[config.mk]
export PLATFORM = sky130hd
export DESIGN_NAME = mem_port_arbiter
export DESIGN_NICKNAME = d
export VERILOG_FILES = /design/src/rtl/mem_port_arbiter_pkg.sv /design/src/rtl/_32bit_2_1mux.sv /design/src/rtl/mem_port_arbiter_rr_streak_pick.sv /design/src/rtl/mem_port_arbiter.sv
export SDC_FILE = /design/constraint.sdc
export NUM_CORES = 1
export LEC_CHECK = 0
export CAP_MARGIN = 20
export CELL_PAD_IN_SITES_DETAIL_PLACEMENT = 1
export CELL_PAD_IN_SITES_GLOBAL_PLACEMENT = 2
export CORE_MARGIN = 5
export CORE_UTILIZATION = 10
export CTS_CLUSTER_DIAMETER = 150
export DETAILED_ROUTE_END_ITERATION = 8
export PLACE_DENSITY_LB_ADDON = 0.15
export SETUP_SLACK_MARGIN = 0.15
export SYNTH_ARGS = -nofsm -noshare
export SYNTH_HDL_FRONTEND = slang
export SYNTH_SLANG_ARGS = --single-unit
[constraint.sdc]
create_clock -name clk -period 1.7 [get_ports clk]
set_clock_uncertainty 0.1 [all_clocks]
set_input_delay 0.17 -clock clk [delete_from_list [all_inputs] [get_ports clk]]
set_output_delay 0.17 -clock clk [all_outputs]
set_load 0.05 [all_outputs]
[src/rtl/mem_port_arbiter_pkg.sv]
// mem_port_arbiter_pkg: FSM encodings and port indices shared by the memory port arbiter
package mem_port_arbiter_pkg;
  typedef enum logic [1:0] {IDLE = 2'd0, GRANT0 = 2'd1, GRANT1 = 2'd2} arb_state_t;
  localparam logic PORT_FETCH = 1'b0;
  localparam logic PORT_LSU = 1'b1;
endpackage

[src/rtl/_32bit_2_1mux.sv]
// _32bit_2_1mux: 32-bit 2:1 steering mux cell
module _32bit_2_1mux (
  input  logic        sel,
  input  logic [31:0] in0,
  input  logic [31:0] in1,
  output logic [31:0] out
);
  assign out = sel ? in1 : in0;
endmodule

[src/rtl/mem_port_arbiter_rr_streak_pick.sv]
// rr_streak_pick: picks the next owner and the updated consecutive-grant streak
module rr_streak_pick
  import mem_port_arbiter_pkg::*;
#(
  parameter int PRIO_PORT  = 1,
  parameter int MAX_STREAK = 4,
  parameter int STREAK_W   = 3
) (
  input  logic                req0,
  input  logic                req1,
  input  logic                last_owner,
  input  logic [STREAK_W-1:0] streak,
  output logic                any,
  output logic                winner,
  output logic [STREAK_W-1:0] next_streak
);
  always_comb begin
    any = req0 | req1;
    winner = (req0 & req1) ? ((streak >= STREAK_W'(MAX_STREAK)) ? ~last_owner : 1'(PRIO_PORT))
                           : (req1 ? PORT_LSU : PORT_FETCH);
    next_streak = (winner != last_owner) ? STREAK_W'(1) : ((&streak) ? streak : streak + 1'b1);
  end
endmodule

[src/rtl/mem_port_arbiter.sv]
// mem_port_arbiter: shares one memory port between fetch (port 0) and load/store (port 1)
module mem_port_arbiter
  import mem_port_arbiter_pkg::*;
#(
  parameter int PRIO_PORT   = 1,
  parameter int MAX_STREAK  = 4,
  parameter int STREAK_W    = 3,
  parameter int TIMEOUT_CYC = 16,
  parameter int TMR_W       = 5
) (
  input  logic        clk,
  input  logic        rst_n,
  input  logic        req0,
  input  logic [31:0] addr0,
  input  logic        req1,
  input  logic [31:0] addr1,
  input  logic [31:0] wdata1,
  input  logic        we1,
  input  logic        mem_ack,
  output logic        mem_req,
  output logic [31:0] mem_addr,
  output logic [31:0] mem_wdata,
  output logic        mem_we,
  output logic        sel,
  output logic        gnt0,
  output logic        gnt1,
  output logic        done0,
  output logic        done1,
  output logic        err
);
  arb_state_t state, nxt;
  logic [STREAK_W-1:0] streak, next_streak;
  logic [TMR_W-1:0] timer;
  logic any, winner, busy, tmo;
  rr_streak_pick #(
    .PRIO_PORT(PRIO_PORT),
    .MAX_STREAK(MAX_STREAK),
    .STREAK_W(STREAK_W)
  ) u_pick (
    .req0(req0),
    .req1(req1),
    .last_owner(sel),
    .streak(streak),
    .any(any),
    .winner(winner),
    .next_streak(next_streak)
  );
  // sel doubles as last_owner: both are loaded with the winner at every grant
  always_comb begin
    busy = state != IDLE;
    tmo = busy & ~mem_ack & (timer == TMR_W'(TIMEOUT_CYC - 1));
    nxt = !busy ? (any ? (winner ? GRANT1 : GRANT0) : IDLE) : ((mem_ack | tmo) ? IDLE : state);
  end
  always_ff @(posedge clk) begin
    if (!rst_n) begin
      state <= IDLE;
      sel <= PORT_FETCH;
      streak <= '0;
      timer <= '0;
      err <= 1'b0;
    end else begin
      state <= nxt;
      err <= tmo;
      timer <= (nxt == IDLE || !busy) ? '0 : timer + 1'b1;
      if (!busy && any) begin
        sel <= winner;
        streak <= next_streak;
      end
    end
  end
  assign gnt0 = state == GRANT0;
  assign gnt1 = state == GRANT1;
  assign mem_req = gnt0 | gnt1;
  assign mem_we = we1 & gnt1;
  assign done0 = gnt0 & mem_ack;
  assign done1 = gnt1 & mem_ack;
  _32bit_2_1mux u_addr_mux (.sel(sel), .in0(addr0), .in1(addr1), .out(mem_addr));
  _32bit_2_1mux u_wdata_mux (.sel(sel), .in0(32'b0), .in1(wdata1), .out(mem_wdata));
endmodule

==> flow_metrics.tcl, run 1 <==
set metrics [dict create \
    status "finished clean" \
    drv_cap 0 \
    syn-num-nets 253 \
    relSlewSlack 0.741 \
    hp-class "reg2reg" \
    synth_edf_count 0 \
    yosysTopAreaCell "mux2_2" \
    drt_iter0_drc 40 \
    fmax_ghz 0.599 \
    viasPerCell 3.48 \
    area_delta_synth_final_pct 242 \
    yosysMostFrequentCell "and2_1" \
    core_area_mm2 0.0125 \
    r2r_cells 7 \
    path_max_fanout 5 \
    yosysSeqAreaShare 0.191 \
    dpl_cell_area_mm2 0.00373 \
    fin_nets 439 \
    grt_pass1_wl_mm 10.8 \
    setup.worst_path.end "mem_addr[19]" \
    yosys.area.top_type_share 0.287 \
    critPathArrivalTime_ns 1.40 \
    leakage_uw 0.00178 \
    tns_ns 0 \
    worstMarginPinSlew_ns 0.387 \
    wl_per_cell_um 15.9 \
    num_rows 41 \
    num_vias 1742 \
    regToRegEndpoint "timer[2]" \
    min_period_ns 1.67 \
    synth_area_per_cell_um2 8.72 \
    regToRegStartpoint "timer[0]" \
    drtPass1Iterations 4 \
    die_width_um 122 \
    insertion_delay_ns 0.24 \
    die_area_mm2 0.0149 \
    power_density_mw_per_mm2 561 \
    dp_hpwl_mm 6.46 \
    path_clk_slew_ns 0.04 \
    num_antenna_cells 0 \
    endpoint_kind "output pin" \
    place_congestion 0.642 \
    crit_type "reg2out" \
    worstPathCellList "buf_6, clkbuf_16, mux2_4, buf_8" \
    fp.dieH_um 122 \
    drtAntennaViolNets 0 \
    yosysWarnings 0 \
    critPathMaxStageDelay_ns 0.40 \
    fin_total_pwr_uw 2410 \
    cts_buffer_depth 2 \
    drc_errors 0 \
    ys.flop_type "dfxtp_1" \
    whs_ns 0.371 \
    gr-total-overflow 0 \
    grt_util_all_layers 0.0934 \
    ys_top_cells_by_area "mux2_2 29%, dfxtp_1 19%, and2_1 18%, ha_1 7.0%, mux2i_1 2.4%" \
    syn_area_mm2 0.00126 \
    finalMaxSlewViolations 0 \
    start_util 0.101 \
    whs_path_depth 2 \
    slowest_stage "dfxtp_4" \
    synth.top_cells.by_count "36 x and2_1, 32 x mux2_2, 12 x dfxtp_1" \
    grt_antenna_before_repair 0 \
    grt_max_degree 34 \
    setup_viol 0 \
    io_pins 174 \
    required_ns 1.43 \
    postLayoutCoreUtil 0.345 \
    irDropWorstVdd_mv 0.478 \
    drt_wl_total_mm 7.95 \
    finalCritPeriodShare 0.983 \
    cts_max_level 1 \
    cts_buffers 3 \
    grt_pass1_vias 1813 \
    rrSetupSlack_ns 0.16 \
    cts_sinks 12 \
    portBuffers 173 \
    cts-root-buf "clkbuf_16" \
    rsz0062_at_grt "yes" \
    hold_buffers 0 \
    synth_seq_cells 12 \
    crit_start "sel" \
    ys_types 30 \
    start_kind "flip-flop" \
    cts_tree "built" \
    drive_gt1_frac 0.544 \
    syn_inst 144 \
    hold_viol 0 \
    ys_async_sr_fraction 0 \
    fin_area_mm2 0.00430 \
]
## layer usage
layer,GRT usage,up-vias,routed length (um)
li1,-,860,-
met1,0.107,785,3060
met2,0.163,91,3900
met3,0.0376,6,884
met4,0.0203,0,101
met5,0,-,0
## cells in the final DEF, fill, tap and decap left out, types with 2 or more instances in the layout
| cell type | Yosys | final |
|---|---|---|
| inv_1 | 6 | 4 |
| and2_2 | 0 | 35 |
| buf_4 | 1 | 10 |
| nor2_1 | 7 | 7 |
| inv_2 | 0 | 2 |
| nand2_1 | 7 | 7 |
| buf_16 | 0 | 2 |
| dfxtp_2 | 0 | 4 |
| ha_1 | 7 | 2 |
| ha_4 | 0 | 4 |
| mux2i_1 | 3 | 3 |
| buf_8 | 0 | 23 |
| mux2_4 | 0 | 31 |
| a21oi_1 | 2 | 2 |
| nor2b_1 | 3 | 3 |
| clkbuf_16 | 0 | 4 |
| dfxtp_1 | 12 | 7 |
| buf_6 | 2 | 2 |
| buf_12 | 0 | 51 |
| clkdlybuf4s50_1 | 0 | 101 |
| nand3_1 | 5 | 4 |
## worst max-delay path, delay by kind of cell, from the launching register on
family	cells	cell delay (ns)
multiplexers	1	0.31
flip-flops	1	0.40
buffers and inverters	3	0.44
## through the flow
step                      cells  setup slack [ns]
final                       501            0.0293
after global routing        501           -0.0106
after CTS                   499            0.0103
after detailed placement    487            0.0196
after global placement      487            0.0632
after floorplan             144             0.135
## flip-flops by register name, indices dropped and copies added (netlist names)
| name | cells |
|---|---|
| timer | 5 |
| sel | 1 |
| streak | 3 |
| err | 1 |
| state | 2 |
## power by group
group	switching [uW]	internal, uW	total (uW)
Clock	131	356	487
Combinational	747	871	1620
Sequential	13.5	293	306
## how the worst min path moves through the flow
| stage | start | endpoint | slack [ns] |
|---|---|---|---|
| 6_report | streak[1] | streak[1] | 0.37 |
| 5_1_grt | streak[1] | streak[1] | 0.41 |
| 4_1_cts | streak[1] | streak[1] | 0.38 |
| 3_5_place_dp | timer[0] | timer[0] | 0.34 |
| 3_3_place_gp | timer[0] | timer[0] | 0.33 |
| 2_1_floorplan | mem_ack | err | 0.15 |
## timing repair
action | in CTS | in global routing
gates resized for setup | 59 | 32
buffers inserted | 6 | 1
pin swaps | 7 | 6
setup endpoints to repair | 40 | 47
gates cloned | 2 | 1
hold endpoints to repair | 0 | 0
## logic make-up after synthesis
family,count (synthesis),synth area share
simple gates,65,0.301
mux,35,0.311
buf+inv,15,0.0627
flops,12,0.191
compound gates,8,0.0508
fa+ha+maj,7,0.0697
xor+xnor,2,0.0139
## area by class of cell
type / instances / area, um2
clock buffers: 4 / 88.8
flip-flops and latches: 12 / 249
fillers: 1362 / 8170
well taps: 172 / 215
multi-input cells: 117 / 1170
repair buffers: 190 / 2550
inverters: 6 / 22.5
Power figures use the tool's default switching activity.
==> run 2: changes to the inputs <==
Settings changed: SKIP_LAST_GASP set to 1.
==> run 2 against run 1 <==
  * Wire length shrank 1.5%
  * Via count grew 0.23%
  * Setup slack gained 0.0077 ns
  * Combinational power is essentially flat
  * Critical path depth is the same
  * Critical path type unchanged
==> flow_metrics.tcl, run 2 (same netlist as run 1, synthesis figures left out) <==
set metrics [dict create \
    grt_antenna_before_repair 0 \
    rrSetupSlack_ns 0.15 \
    irDropWorstVdd_mv 0.479 \
    cts_max_level 1 \
    place_congestion 0.642 \
    fin_cells 501 \
    core_area_mm2 0.0125 \
    insertion_delay_ns 0.24 \
    grt_util_all_layers 0.0934 \
    power_density_mw_per_mm2 561 \
    path_clk_slew_ns 0.04 \
    cts-root-buf "clkbuf_16" \
    mostFrequentLayoutCells "101 x clkdlybuf4s50_1, 51 x buf_12, 35 x and2_2" \
    setup_viol 0 \
    status "finished clean" \
    finalMaxSlewViolations 0 \
    grt_pass1_wl_mm 10.8 \
    cts_buffer_depth 2 \
    start_kind "flip-flop" \
    critPathArrivalTime_ns 1.39 \
    area_delta_synth_final_pct 238 \
    start_util 0.101 \
    hold_start "streak[1]" \
    cts_buffers 3 \
    worstMarginPinSlew_ns 0.387 \
    drt_wl_total_mm 7.83 \
    relSlewSlack 0.741 \
    r2r_cells 7 \
    cts_sinks 12 \
    viasPerCell 3.49 \
    endpoint_kind "output pin" \
    leakage_uw 0.00175 \
    min_period_ns 1.66 \
    fin_nets 439 \
    num_rows 41 \
    rsz0062_at_grt "yes" \
    crit_type "reg2out" \
    finalCritPeriodShare 0.978 \
    hold_buffers 0 \
    largest-register "timer" \
    grt_pass1_vias 1813 \
    wl_per_cell_um 15.6 \
    whs_path_depth 2 \
    setup_ws_ns 0.0370 \
    num_vias 1746 \
    ff_latch_area_um2 249 \
    drive_gt1_frac 0.544 \
    drtAntennaViolNets 0 \
    gr-total-overflow 0 \
    reg_top3 "timer: 5 flops, streak: 3 flops, state: 2 flops" \
    fmax_ghz 0.601 \
    grtUsageMet3 0.0376 \
    regToRegStartpoint "timer[0]" \
    num_antenna_cells 0 \
    final_common_cell "clkdlybuf4s50_1" \
    required_ns 1.43 \
    drv_cap 0 \
    drt_iter0_drc 40 \
    fp.dieH_um 122 \
    drc_errors 0 \
    die_area_mm2 0.0149 \
    drtPass1Iterations 4 \
    grt.met1_usage 0.107 \
    regToRegEndpoint "timer[1]" \
    multi_input_area_mm2 0.00115 \
    grtUsageMet2 0.163 \
    largest_register_ffs 5 \
    io_pins 174 \
    nFillCells 1371 \
    hp-class "reg2reg" \
    min_to "streak[1]" \
    post-place-ws_ns 0.0196 \
    path_max_fanout 5 \
    hold_viol 0 \
    grt_max_degree 34 \
    dp_cells 487 \
    cts_tree "built" \
    dp_hpwl_mm 6.46 \
    portBuffers 173 \
    die_width_um 122 \
    grt_busiest_layer "met2" \
]
-- run 2: changes by cell type in the layout (fill, tap and decap cells not counted) --
cell / previous run / this run
buf_8: 23 / 18
mux2_2: 1 / 6
mux2_4: 31 / 26
buf_4: 10 / 13
buf_6: 2 / 4
-- run 2: area by class of cell --
class,instances,share of cell area
Inverter,6,0.00530
Tap cell,172,0.0506
Sequential cell,12,0.0586
Multi-Input combinational cell,117,0.271
Timing Repair Buffer,190,0.594
Clock buffer,4,0.0209
-- run 2: where the power goes --
part	switching, uW	internal (uW)	total [uW]
sequential	13.5	293	306
combinational	740	851	1590
clock	131	356	487
-- run 2: layer usage --
layer	up-vias	routed length (um)	part of all wire
met1	790	3050	0.39
met3	6	875	0.11
li1	859	-	-
met5	-	0	0
met2	91	3810	0.49
met4	0	101	0.013
-- run 2: worst max path at each step --
stage                     cells past startpoint            to  startpoint
final                                         4  mem_addr[19]         sel
after global routing                          4  mem_addr[19]         sel
after CTS                                     4   mem_addr[7]         sel
after detailed placement                      7      timer[2]    timer[0]
after global placement                        7      timer[3]    timer[0]
after floorplan                               3        mem_we    state[0]
-- run 2: repair_timing --
action | in CTS | in global routing
pin swaps | 7 | 5
setup endpoints to repair | 40 | 47
gates resized for setup | 59 | 19
endpoints found under the hold margin | 0 | 0
buffers inserted | 6 | 1
gates cloned | 2 | 1
-- run 2: critical path, stage by stage, from the launching register on --
cell and delay (ns):
dfxtp_4 0.40, buf_6 0.13, clkbuf_16 0.15, mux2_4 0.31
buf_8 0.15
-- run 2: per-stage QoR --
step / utilization / instance area [um2] / total power, uW / TNS, ns / hold WS (ns)
after floorplan: - / 1340 / 1010 / 0 / 0.146
after global placement: 0.299 / 3730 / 1720 / 0 / 0.332
after detailed placement: 0.299 / 3730 / 1730 / 0 / 0.342
after CTS: 0.333 / 4150 / 2370 / 0 / 0.379
after global routing: 0.341 / 4250 / 2480 / -0.0415 / 0.407
final: 0.341 / 4250 / 2380 / 0 / 0.371
==> run 3: changes to the inputs <==
Settings changed: ABC_CLOCK_PERIOD_IN_PS set to 1700.
==> results of run 3 <==
No change in the layout: final DEF, timing and power equal those of run 2.
